## src/rtl/fir_pkg.sv

```systemverilog
// Constants shared by the sample feeder and the serial FIR. Cadence and
// coefficient-address width come from one place so they cannot diverge.
package fir_pkg;
  localparam int DATA_W = 12;
  localparam int TAPS   = 16;
  localparam int SLOT_W = $clog2(TAPS);
endpackage

```

## src/rtl/fir_in_fifo.sv

```systemverilog
// Small synchronous FIFO with first-word-fall-through head output.
// clear empties the FIFO and overrides push/pop in the same cycle.
module fir_in_fifo #(
  parameter int WIDTH = 12,
  parameter int DEPTH = 4
) (
  input  logic                       clk,
  input  logic                       clear,
  input  logic                       push,
  input  logic                       pop,
  input  logic [WIDTH-1:0]           din,
  output logic [WIDTH-1:0]           dout,
  output logic                       full,
  output logic                       empty,
  output logic [$clog2(DEPTH):0]     level
);
  localparam int AW = $clog2(DEPTH);
  localparam int LW = AW + 1;

  logic [WIDTH-1:0] mem [DEPTH];
  logic [AW-1:0]    wr_ptr, rd_ptr;
  logic [LW-1:0]    count;
  logic             do_push, do_pop;

  // Guard against overflow/underflow; depth is a power of two so pointers wrap naturally.
  assign do_push = push & ~full;
  assign do_pop  = pop & ~empty;

  // Storage array; no reset needed since occupancy gates what is read.
  always_ff @(posedge clk) begin
    if (!clear && do_push) mem[wr_ptr] <= din;
  end

  // Pointer and occupancy bookkeeping.
  always_ff @(posedge clk) begin
    if (clear) begin
      wr_ptr <= '0;
      rd_ptr <= '0;
      count  <= '0;
    end else begin
      if (do_push) wr_ptr <= wr_ptr + 1'b1;
      if (do_pop)  rd_ptr <= rd_ptr + 1'b1;
      count <= count + LW'(do_push) - LW'(do_pop);
    end
  end

  assign dout  = mem[rd_ptr];
  assign full  = (count == LW'(DEPTH));
  assign empty = (count == '0);
  assign level = count;
endmodule

```

## src/rtl/fir_sample_feeder.sv

```systemverilog
// Feeds the serial FIR: buffers source samples and issues one enable strobe
// with a held sample every TAPS clocks. An empty FIFO at a due slot sends a
// zero sample and bumps a saturating underrun counter; cadence never slips.
module fir_sample_feeder #(
  parameter int DATA_W     = fir_pkg::DATA_W,
  parameter int TAPS       = fir_pkg::TAPS,
  parameter int FIFO_DEPTH = 4,
  parameter int UCNT_W     = 8
) (
  input  logic                          clk_i,
  input  logic                          rst_i,
  input  logic                          flush_i,
  input  logic                          s_valid_i,
  output logic                          s_ready_o,
  input  logic [DATA_W-1:0]             s_data_i,
  output logic                          enable_o,
  output logic [DATA_W-1:0]             data_o,
  output logic                          busy_o,
  output logic [$clog2(FIFO_DEPTH):0]   level_o,
  output logic [UCNT_W-1:0]             underrun_cnt_o
);
  import fir_pkg::*;

  localparam int CNT_W = $clog2(TAPS);
  localparam logic [CNT_W-1:0] SLOT_LAST = CNT_W'(TAPS - 1);

  typedef enum logic { IDLE, RUN } state_e;

  state_e              state_q, state_d;
  logic [CNT_W-1:0]    slot_q, slot_d;
  logic                en_q, en_d;
  logic [DATA_W-1:0]   data_q, data_d;
  logic [UCNT_W-1:0]   ucnt_q, ucnt_d;

  logic                fifo_full, fifo_empty, fifo_push, fifo_pop, fifo_clear;
  logic [DATA_W-1:0]   fifo_head;

  // No pass-through when full: ready comes from registered occupancy only.
  assign s_ready_o  = ~fifo_full & ~flush_i & ~rst_i;
  assign fifo_push  = s_valid_i & s_ready_o;
  assign fifo_clear = rst_i | flush_i;

  fir_in_fifo #(
    .WIDTH (DATA_W),
    .DEPTH (FIFO_DEPTH)
  ) u_fifo (
    .clk   (clk_i),
    .clear (fifo_clear),
    .push  (fifo_push),
    .pop   (fifo_pop),
    .din   (s_data_i),
    .dout  (fifo_head),
    .full  (fifo_full),
    .empty (fifo_empty),
    .level (level_o)
  );

  // Next-state, cadence and strobe decode. The slot counter is 0 in every
  // strobe cycle, so consecutive strobes are exactly TAPS clocks apart,
  // including the first one out of IDLE.
  always_comb begin
    state_d  = state_q;
    slot_d   = slot_q;
    en_d     = 1'b0;
    data_d   = data_q;
    ucnt_d   = ucnt_q;
    fifo_pop = 1'b0;
    if (flush_i) begin
      state_d = IDLE;
      slot_d  = '0;
    end else begin
      case (state_q)
        IDLE: begin
          slot_d = '0;
          if (!fifo_empty) begin
            state_d  = RUN;
            en_d     = 1'b1;
            data_d   = fifo_head;
            fifo_pop = 1'b1;
          end
        end
        RUN: begin
          if (slot_q == SLOT_LAST) begin
            slot_d = '0;
            en_d   = 1'b1;
            if (!fifo_empty) begin
              data_d   = fifo_head;
              fifo_pop = 1'b1;
            end else begin
              data_d = '0;
              if (ucnt_q != '1) ucnt_d = ucnt_q + 1'b1;
            end
          end else begin
            slot_d = slot_q + 1'b1;
          end
        end
        default: state_d = IDLE;
      endcase
    end
  end

  // State and output registers; reset aborts any slot in progress.
  always_ff @(posedge clk_i) begin
    if (rst_i) begin
      state_q <= IDLE;
      slot_q  <= '0;
      en_q    <= 1'b0;
      data_q  <= '0;
      ucnt_q  <= '0;
    end else begin
      state_q <= state_d;
      slot_q  <= slot_d;
      en_q    <= en_d;
      data_q  <= data_d;
      ucnt_q  <= ucnt_d;
    end
  end

  assign enable_o       = en_q;
  assign data_o         = data_q;
  assign busy_o         = (state_q == RUN);
  assign underrun_cnt_o = ucnt_q;
endmodule
```

## config.mk

```make
export PLATFORM = sky130hd
export DESIGN_NAME = fir_sample_feeder
export DESIGN_NICKNAME = d
export VERILOG_FILES = /design/src/rtl/fir_pkg.sv /design/src/rtl/fir_in_fifo.sv /design/src/rtl/fir_sample_feeder.sv
export SDC_FILE = /design/constraint.sdc
export NUM_CORES = 1
export LEC_CHECK = 0
export CAP_MARGIN = 30
export CELL_PAD_IN_SITES_DETAIL_PLACEMENT = 1
export CELL_PAD_IN_SITES_GLOBAL_PLACEMENT = 2
export CORE_UTILIZATION = 25
export CTS_CLUSTER_SIZE = 14
export DETAILED_ROUTE_END_ITERATION = 8
export GPL_TIMING_DRIVEN = 0
export PLACE_DENSITY_LB_ADDON = 0.1
export SETUP_SLACK_MARGIN = 0.3
export SYNTH_ARGS = -nofsm -noshare
export SYNTH_HDL_FRONTEND = slang
export SYNTH_SLANG_ARGS = --single-unit
```

## constraint.sdc

```tcl
create_clock -name clk_i -period 2.84 [get_ports clk_i]
set_clock_uncertainty 0.05 [all_clocks]
set_input_delay 0.568 -clock clk_i [delete_from_list [all_inputs] [get_ports clk_i]]
set_output_delay 0.568 -clock clk_i [all_outputs]
set_load 0.01 [all_outputs]
```

# Yosys cells after proc, flatten, opt, wreduce, memory -nomap -nowiden
# Memory sizes are Yosys's and may differ from the RTL's. A register that Yosys moved wholly into a read port is not among the register bits.
# Index checks and enable logic that the tools add are counted.
dict set report word_totals {
  word_cells 54
  output_inout_bits 26
  in_bits 16
  ramBits 48
  register_bits 33
  memories 1
}
# memory depth word_bits read_ports rd_clocked_by_memory_dff write_ports line_no
set memory_table {}
lappend memory_table {u_fifo.mem 4 12 1 1 1 fir_in_fifo.sv:20} ;# logic [WIDTH-1:0] mem [DEPTH];
dict set report op_classes {
  n_bitwise 11
  n_reduce_logical 6
  n_addsub 6
  eq_ne 5
  n_mux 17
}
# cell n
set ops {}
lappend ops {{2-to-1 mux 12 bit} 3}
lappend ops {{one-hot mux 12 bit (2 select lines)} 1}
lappend ops {{adder 8 x 1 -> 8 bit, second input constant} 1}
lappend ops {{!= test 8 bit, second input constant} 1}
lappend ops {{one-hot mux 4 bit (2 select lines)} 1}
lappend ops {{2-to-1 mux 1 bit} 7}
lappend ops {{AND 1 bit} 5}
lappend ops {{NOT 1 bit} 5}
lappend ops {{AND reduction 5 bit} 1}
lappend ops {{adder 2 x 1 -> 2 bit, second input constant} 2}
lappend ops {{adder 4 x 1 -> 4 bit, second input constant} 1}
lappend ops {{equality test 4 bit, second input constant} 1}
lappend ops {{2-to-1 mux 2 bit} 2}
lappend ops {{2-to-1 mux 4 bit} 1}
lappend ops {{one-hot mux 1 bit (2 select lines)} 2}
lappend ops {{adder 3 x 1 -> 3 bit} 1}
lappend ops {{equality test 3 bit, second input constant} 1}
lappend ops {{zero test 3 bit} 1}
lappend ops {{AND reduction 3 bit} 1}
lappend ops {{subtractor 3 x 1 -> 3 bit} 1}
lappend ops {{!= test 2 x 1 -> 1 bit, second input constant} 1}
lappend ops {{!= test 2 bit, second input constant} 1}
lappend ops {{OR reduction 2 bit} 1}
lappend ops {{logical AND 1 bit} 1}
lappend ops {{2 further kinds} 2}

# Longest topological paths before layout
# Gate-level depths: netlist (run 1).
dict set report depth {
  word_depth 9
  mapped_depth 11
  depth_no_buf 10
}

# Cells and area by module
# From an unflattened synthesis (run 1), not the netlist that was laid out.
dict set report unflattened {
  cells_unflattened 212
  hier_area_um2 3243.1
}
# mod seq_area_each_um2 area_each_um2 cells_each n_inst
set modules_own_cells {}
lappend modules_own_cells {fir_in_fifo 1621.6 2234.6 113 1}
lappend modules_own_cells {fir_sample_feeder 520.5 1008.5 99 1}

# Worst setup path after synthesis (run 1)
# OpenSTA, ideal clock, no wires.
dict set report synth_path {
  path_type {register to register}
  from {reg slot_q[0]}
  to {reg u_fifo.count[2], in the netlist u_fifo.level[2]}
  arrival_time_ps 2319
  period_less_slack_ps 2488
  setup_time_ps 119
  slack_ps 352
  n_path_buf 1
  t_required_ps 2671
  path_stages_with_launch 12
  path_cell_list {dfxtp_1 > ha_1 > nand3_1 > a211oi_2 > buf_2 > ha_1 > inv_1 > ha_1 > fa_1 > xnor2_1 > xnor2_1 > nor2_1}
}
dict set report synth_between {
  elab_chain_len 6
}
# item line_no
set synth_rtl {}
lappend synth_rtl {{from (decl)} fir_sample_feeder.sv:30} ;# logic [CNT_W-1:0] slot_q, slot_d;
lappend synth_rtl {{from (signal assigned)} fir_sample_feeder.sv:112} ;# slot_q <= slot_d;
lappend synth_rtl {{equality test 4 bit} fir_sample_feeder.sv:83} ;# if (slot_q == SLOT_LAST) begin
lappend synth_rtl {{2-to-1 mux 1 bit} fir_sample_feeder.sv:83}
lappend synth_rtl {{one-hot mux 1 bit (2 select lines)} fir_sample_feeder.sv:72} ;# case (state_q)
lappend synth_rtl {{2-to-1 mux 1 bit} fir_sample_feeder.sv:68} ;# if (flush_i) begin
lappend synth_rtl {{AND 1 bit} fir_in_fifo.sv:27} ;# assign do_pop = pop & ~empty;
lappend synth_rtl {{named net u_fifo.do_pop} fir_in_fifo.sv:23} ;# logic do_push, do_pop;
lappend synth_rtl {{subtractor 3 x 1 -> 3 bit} fir_in_fifo.sv:43} ;# count <= count + LW'(do_push) - LW'(do_pop);
lappend synth_rtl {{to (signal assigned)} fir_in_fifo.sv:43}
lappend synth_rtl {{to (decl)} fir_in_fifo.sv:22} ;# logic [LW-1:0] count;
# The timed path passes the listed nets, and every way through them passes these cells.
# A chain may end at the register's enable or synchronous reset.

# Final worst setup path (run 1)
dict set report layout_path {
  from {reg u_fifo.count[1], in the netlist u_fifo.level[1]}
  to {reg u_fifo.count[2], in the netlist u_fifo.level[2]}
}
dict set report layout_between {
  elab_cells_between_ends 15
  cone_classes {2 x add/sub; 1 x eq/ne; 4 x mux; 7 x bitwise; 1 x reduce/logical}
}
# item line_no
set layout_lines {}
lappend layout_lines {{zero test 3 bit (*)} fir_in_fifo.sv:49} ;# assign empty = (count == '0);
lappend layout_lines {{2-to-1 mux 1 bit} {fir_sample_feeder.sv:75, fir_sample_feeder.sv:86}}
lappend layout_lines {{2-to-1 mux 1 bit} fir_sample_feeder.sv:83}
lappend layout_lines {{one-hot mux 1 bit (2 select lines)} fir_sample_feeder.sv:72}
lappend layout_lines {{2-to-1 mux 1 bit} fir_sample_feeder.sv:68}
lappend layout_lines {{AND 1 bit (*)} fir_in_fifo.sv:27}
lappend layout_lines {{named net u_fifo.do_pop} fir_in_fifo.sv:23}
lappend layout_lines {{subtractor 3 x 1 -> 3 bit (*)} fir_in_fifo.sv:43}
# The timed path passes the listed nets; every way through them passes the cells marked *.

==> impl_metrics.py, run 1 <==
metrics = {
    "sta": {
        "hold_viol": 0,
        "maxSlewViolCount": 0,
        "relSlewSlack": 0.599,
        "tightest_slew_ns": 0.601,
        "hold_slack_ns": 0.411,
        "rsz0062_at_grt": "true",
        "setup_violations": 0,
        "max_freq_ghz": 0.417,
        "post-route-min-period_ns": 2.40,
        "post-route-period-util": 0.844,
        "setup_ws_ns": 0.442,
        "fin_tns_setup_ns": 0,
    },
    "synthesis": {
        "synth-seq-area-share": 0.666,
        "synthAdderAreaFrac": 0.0374,
        "ys_warn_count": 0,
        "synthSimpleGateAreaFrac": 0.0926,
        "yosys.area.top_type": "edfxtp_1",
        "muxShareOfSynthArea": 0.0903,
        "async_reset_ff_frac": 0,
        "ys_seq_elements": 83,
        "synth_compound_area_frac": 0.0708,
        "synth_nets": 243,
        "synth_top_flop_cell": "edfxtp_1",
        "synthCells": 218,
        "synth_area_leaders": "edfxtp_1 (45%), dfxtp_1 (22%), mux4_2 (8.4%)",
        "synth_xor_area_frac": 0.0191,
        "synthesis.area_um2": 3220,
        "synth-edff-count": 48,
        "netlist-cell-type-count": 35,
        "synth_top_family_by_area": "simple AND/OR/NAND/NOR gates",
        "syn_avg_cell_area_um2": 14.8,
        "synth_top_cell_area_share": 0.448,
    },
    "clock_tree": {
        "clkTransAtPathRegs_ns": 0.06,
        "ctsHtreeMaxLevel": 3,
        "cts_sinks": 83,
        "worst_skew_pair.late_latency_ns": 0.34,
        "cts_tree": "built",
        "clk_path_buf_depth": 2,
        "holdBufCountCts": 0,
        "numCtsBuffers": 9,
        "clockRootBuffer": "clkbuf_16",
    },
    "detailed_routing": {
        "drt-total-wl_mm": 6.92,
        "wl_met2_mm": 3.33,
        "via_per_inst": 4.24,
        "wire_per_inst_um": 15.4,
        "wl_met1_mm": 3.16,
        "wl_met3_um": 290,
        "ant_nets": 0,
        "drtIter0Drc": 89,
        "dr_total_vias": 1906,
        "drc": 0,
        "dr.pass1.iters": 4,
        "top_layer": "met4",
    },
    "worst_setup_path": {
        "crit_end": "u_fifo.level[2]",
        "critPathMaxStageDelay_ns": 0.40,
        "rrSetupSlack_ns": 0.44,
        "path_depth": 10,
        "arrival_ns": 2.58,
        "critPathSlowestCell": "dfxtp_1",
        "worstPathRequired_ns": 3.03,
        "endpoint_kind": "flop",
        "cp_top_family": "adder cells",
        "startpoint": "u_fifo.level[1]",
        "r2r_end": "u_fifo.level[2]",
        "start_kind": "flop",
        "rr_worst_depth": 10,
        "reg2reg_from": "u_fifo.level[1]",
        "path_buf_inv": 2,
        "cp_max_fo": 7,
        "crit_chain": "nor3_1 > a211oi_4 > buf_6 > ha_1 > inv_1 > ha_1 > fa_1 > xnor2_1 > xnor2_1 > nor2_1",
        "path_class": "flop to flop",
    },
    "die": {
        "die_w_um": 115,
        "dieArea_um2": 13300,
        "io_pins": 42,
        "rows": 41,
        "die-height_um": 115,
        "start_util": 0.256,
        "coreArea_um2": 12600,
    },
    "cells_and_area": {
        "drive_above_1_share": 0.170,
        "final_cell_mix": "edfxtp_1 (48), clkdlybuf4s50_1 (38), dfxtp_1 (35)",
        "final_area_um2": 4210,
        "post-route-util": 0.335,
        "fin_nets": 298,
        "mostFrequentLayoutCell": "edfxtp_1",
        "final_cells": 449,
        "antenna_cells": 0,
        "syn_to_final_growth_pct": 30.9,
    },
    "global_route": {
        "grt_pass1_wl_mm": 10.9,
        "antenna_found_initial": 0,
        "grt_use_total": 0.117,
        "grt_overflow": 0,
        "grt_pass1_vias": 1989,
        "grt_max_degree": 15,
    },
    "flow_run": {
        "drv_cap": 0,
    },
    "power": {
        "max-vdd-ir-drop_mv": 0.321,
        "finalPower_mw": 2.69,
        "power_leakage_nw": 1.39,
        "powerDensity_nw_per_um2": 639,
    },
    "min_path": {
        "worstHoldPathCells": 1,
        "min_path_type": "flop to flop",
    },
    "placement": {
        "post-place-ws_ns": -0.299,
        "port_buffers": 41,
        "gp_congestion": 0.644,
        "dp_hpwl_mm": 4.68,
        "placed_cell_area_um2": 3840,
        "place_inst": 431,
    },
    "status": {
        "status": "completed",
    },
}
==> per-layer routing <==
layer  global-route usage  vias to the layer above
li1                     -                      925
met1                0.141                      940
met2                0.185                       31
met3               0.0429                       10
met4               0.0545                        0
met5                    0                        -
==> how the worst min path moves through the flow <==
stage                          start  slack (ns)         end
final                      slot_q[0]        0.41   slot_q[0]
after global routing      data_o[11]        0.43  data_o[11]
after CTS                  slot_q[0]        0.41   slot_q[0]
after detailed placement   slot_q[0]        0.40   slot_q[0]
after global placement     slot_q[0]        0.39   slot_q[0]
after floorplan            slot_q[0]        0.37   slot_q[0]
==> state kept, by name, summed over array words and instances (netlist names), 2 cells and up, named ones only <==
signal,flops
u_fifo.mem,48
data_o,12
underrun_cnt_o,8
slot_q,4
u_fifo.level,3
u_fifo.rd_ptr,2
u_fifo.wr_ptr,2
==> synth_stat cells (all sizes together), types with 4 or more instances <==
| cell | number |
|---|---|
| ha | 8 |
| nand3 | 7 |
| mux4 | 12 |
| dfxtp | 35 |
| inv | 9 |
| xnor2 | 5 |
| nor2 | 27 |
| buf | 5 |
| a21oi | 9 |
| a22oi | 11 |
| nand2 | 4 |
| and2 | 6 |
| edfxtp | 48 |
==> final cells by class <==
type	instances	area (um2)
multi-input combinational	118	1020
clock buffer	9	225
sequential	83	2140
inverter	9	33.8
fill	1341	8360
tap	172	215
timing repair buffer	44	433
clock inverter	6	90.1
buffer	8	51.3
==> kinds of logic after synthesis <==
kind of cell / Yosys count
AO/OA/AOI/OAI: 31
XOR/XNOR: 7
adder cells (fa/ha/maj): 9
buffers and inverters: 17
flip-flops: 83
multiplexers: 14
AND/OR/NAND/NOR: 57
==> repair_timing <==
action / CTS / global route
buffers inserted: 1 / 2
resized for setup: 10 / 3
pin swaps: 1 / 2
endpoints found under the setup margin: 51 / 3
==> power by group <==
group	leakage (nW)	total [mW]	switching [mW]	internal (mW)
sequential	0.716	1.30	0.0144	1.29
combinational	0.518	0.146	0.0706	0.0758
clock	0.154	1.24	0.471	0.768
total	1.39	2.69	0.556	2.13
(Power assumes the default switching activity.)
==> run 2: changes to the inputs <==
clock period = 2.5 ns   (was 2.84 ns; I/O delays follow)
==> impl_metrics.py, run 2 (synthesis results as in run 1) <==
metrics = {
    "status": {
        "status": "completed",
    },
    "die": {
        "rows": 41,
        "die_w_um": 115,
        "dieArea_um2": 13300,
        "die-height_um": 115,
        "io_pins": 42,
        "coreArea_um2": 12600,
        "start_util": 0.256,
    },
    "detailed_routing": {
        "ant_nets": 0,
        "drtIter0Drc": 93,
        "drt-total-wl_mm": 6.84,
        "dr.pass1.iters": 4,
        "via_per_inst": 4.20,
        "wire_per_inst_um": 15.1,
        "drc": 0,
        "dr_total_vias": 1909,
    },
    "sta": {
        "relSlewSlack": 0.572,
        "rsz0062_at_grt": "true",
        "setup_ws_ns": 0.346,
        "post-route-min-period_ns": 2.15,
        "maxSlewViolCount": 0,
        "hold_slack_ns": 0.397,
        "setup_violations": 0,
        "fin_tns_setup_ns": 0,
        "hold_viol": 0,
        "tightest_slew_ns": 0.642,
        "max_freq_ghz": 0.464,
        "post-route-period-util": 0.862,
    },
    "worst_setup_path": {
        "rr_worst_depth": 11,
        "endpoint_kind": "flop",
        "worstPathRequired_ns": 2.46,
        "arrival_ns": 2.11,
        "start_kind": "primary input",
        "r2r_end": "u_fifo.level[2]",
        "path_class": "primary input to flop",
        "reg2reg_from": "slot_q[0]",
        "cp_max_fo": 12,
        "rrSetupSlack_ns": 0.36,
    },
    "global_route": {
        "grt_overflow": 0,
        "grt_pass1_wl_mm": 11.0,
        "grt_max_degree": 15,
        "antenna_found_initial": 0,
        "grt_pass1_vias": 2013,
        "grt_use_total": 0.116,
    },
    "power": {
        "comb_power_share": 0.057,
        "p_int_mw": 2.46,
        "seq_power_share": 0.481,
        "power_leakage_nw": 1.41,
        "clockPowerShare": 0.462,
        "max-vdd-ir-drop_mv": 0.299,
        "powerDensity_nw_per_um2": 716,
        "finalPower_mw": 3.08,
        "swShare": 0.201,
        "netSwitchingPower_mw": 0.621,
    },
    "min_path": {
        "hold_path_end": "slot_q[0]",
        "min_path_type": "flop to flop",
        "worstHoldPathCells": 1,
        "hold_start": "slot_q[0]",
    },
    "cells_and_area": {
        "drive_above_1_share": 0.223,
        "post-route-util": 0.342,
        "regArea_um2": 2150,
        "syn_to_final_growth_pct": 33.8,
        "multi_input_area_um2": 1080,
        "fill_cells": 1324,
        "final_cells": 454,
        "fin_nets": 302,
        "final_cell_mix": "edfxtp_1 (48), clkdlybuf4s50_1 (38), dfxtp_1 (30)",
        "largest_reg_flops": 48,
        "largest_register": "u_fifo.mem",
        "mostFrequentLayoutCell": "edfxtp_1",
        "final_area_um2": 4300,
        "antenna_cells": 0,
    },
    "clock_tree": {
        "cts_tree": "built",
        "clk_path_buf_depth": 2,
        "clockRootBuffer": "clkbuf_16",
        "ctsHtreeMaxLevel": 3,
        "holdBufCountCts": 0,
        "clkTransAtPathRegs_ns": 0.06,
        "worst_skew_pair.late_latency_ns": 0.34,
        "numCtsBuffers": 9,
        "cts_sinks": 83,
    },
    "placement": {
        "dp_hpwl_mm": 4.74,
        "place_inst": 431,
        "gp_congestion": 0.654,
        "post-place-ws_ns": -0.518,
        "placed_cell_area_um2": 3900,
        "port_buffers": 41,
    },
    "flow_run": {
        "drv_cap": 0,
    },
}
==> run 2: changes by cell type in the layout (fill, tap and decap cells not counted), moves of 2 or more <==
| cell | before | now |
|---|---|---|
| dfxtp_1 | 35 | 30 |
| dfxtp_2 | 0 | 5 |
| buf_4 | 4 | 8 |
| ha_4 | 0 | 3 |
| clkbuf_1 | 3 | 5 |
| ha_1 | 7 | 5 |
==> run 2: worst max path at each step <==
stage          startpoint  slack (ns)  cells after the start          endpoint
4_1_cts           flush_i        0.24                      5         s_ready_o
5_1_grt         slot_q[0]        0.24                     11   u_fifo.level[2]
3_3_place_gp      flush_i       -0.51                      5  u_fifo.mem[0][5]
6_report          flush_i        0.35                      6  u_fifo.mem[0][1]
3_5_place_dp      flush_i       -0.52                      5  u_fifo.mem[2][5]
2_1_floorplan   slot_q[1]        0.28                     11   u_fifo.level[2]
==> run 2: final cells by class <==
cell class                      instances  share of cell area
Clock buffer                           12              0.0573
Clock inverter                          4              0.0177
Sequential cell                        83               0.499
Multi-Input combinational cell        118               0.250
Tap cell                              172              0.0500
Timing Repair Buffer                   48               0.106
Inverter                                9             0.00785
Buffer                                  8              0.0119
==> run 2: power by group through the flow <==
stage	registers, mW	clock network (mW)	logic [mW]
3_5_place_dp	1.51	0	0.171
5_1_grt	1.49	1.51	0.195
3_3_place_gp	1.51	0	0.167
2_1_floorplan	1.51	0	0.0819
4_1_cts	1.48	1.47	0.180
6_report	1.48	1.42	0.175
==> run 2: routing by layer <==
layer	GRT usage	wire length (um)	vias up
li1	-	-	930
met1	0.143	3170	931
met2	0.181	3220	35
met3	0.0429	309	13
met4	0.0571	145	0
met5	0	0	-
==> run 2: critical path, cell delays in order <==
cell	delay, ns
dlygate4sd2_1	0.30
or2_2	0.31
buf_4	0.18
a211oi_4	0.27
buf_4	0.18
and2_2	0.36
==> run 2: timing repair <==
action / in CTS / in global routing
resized for setup: 11 / 3
buffers inserted: 6 / 1
endpoints found under the setup margin: 52 / 51
cloned: 0 / 0
pin swaps: 6 / 1
==> run 3: changes to the inputs <==
HOLD_SLACK_MARGIN = 0.06   (was default)
==> results of run 3 <==
The final DEF is identical to that of run 2; final timing and power are the same.
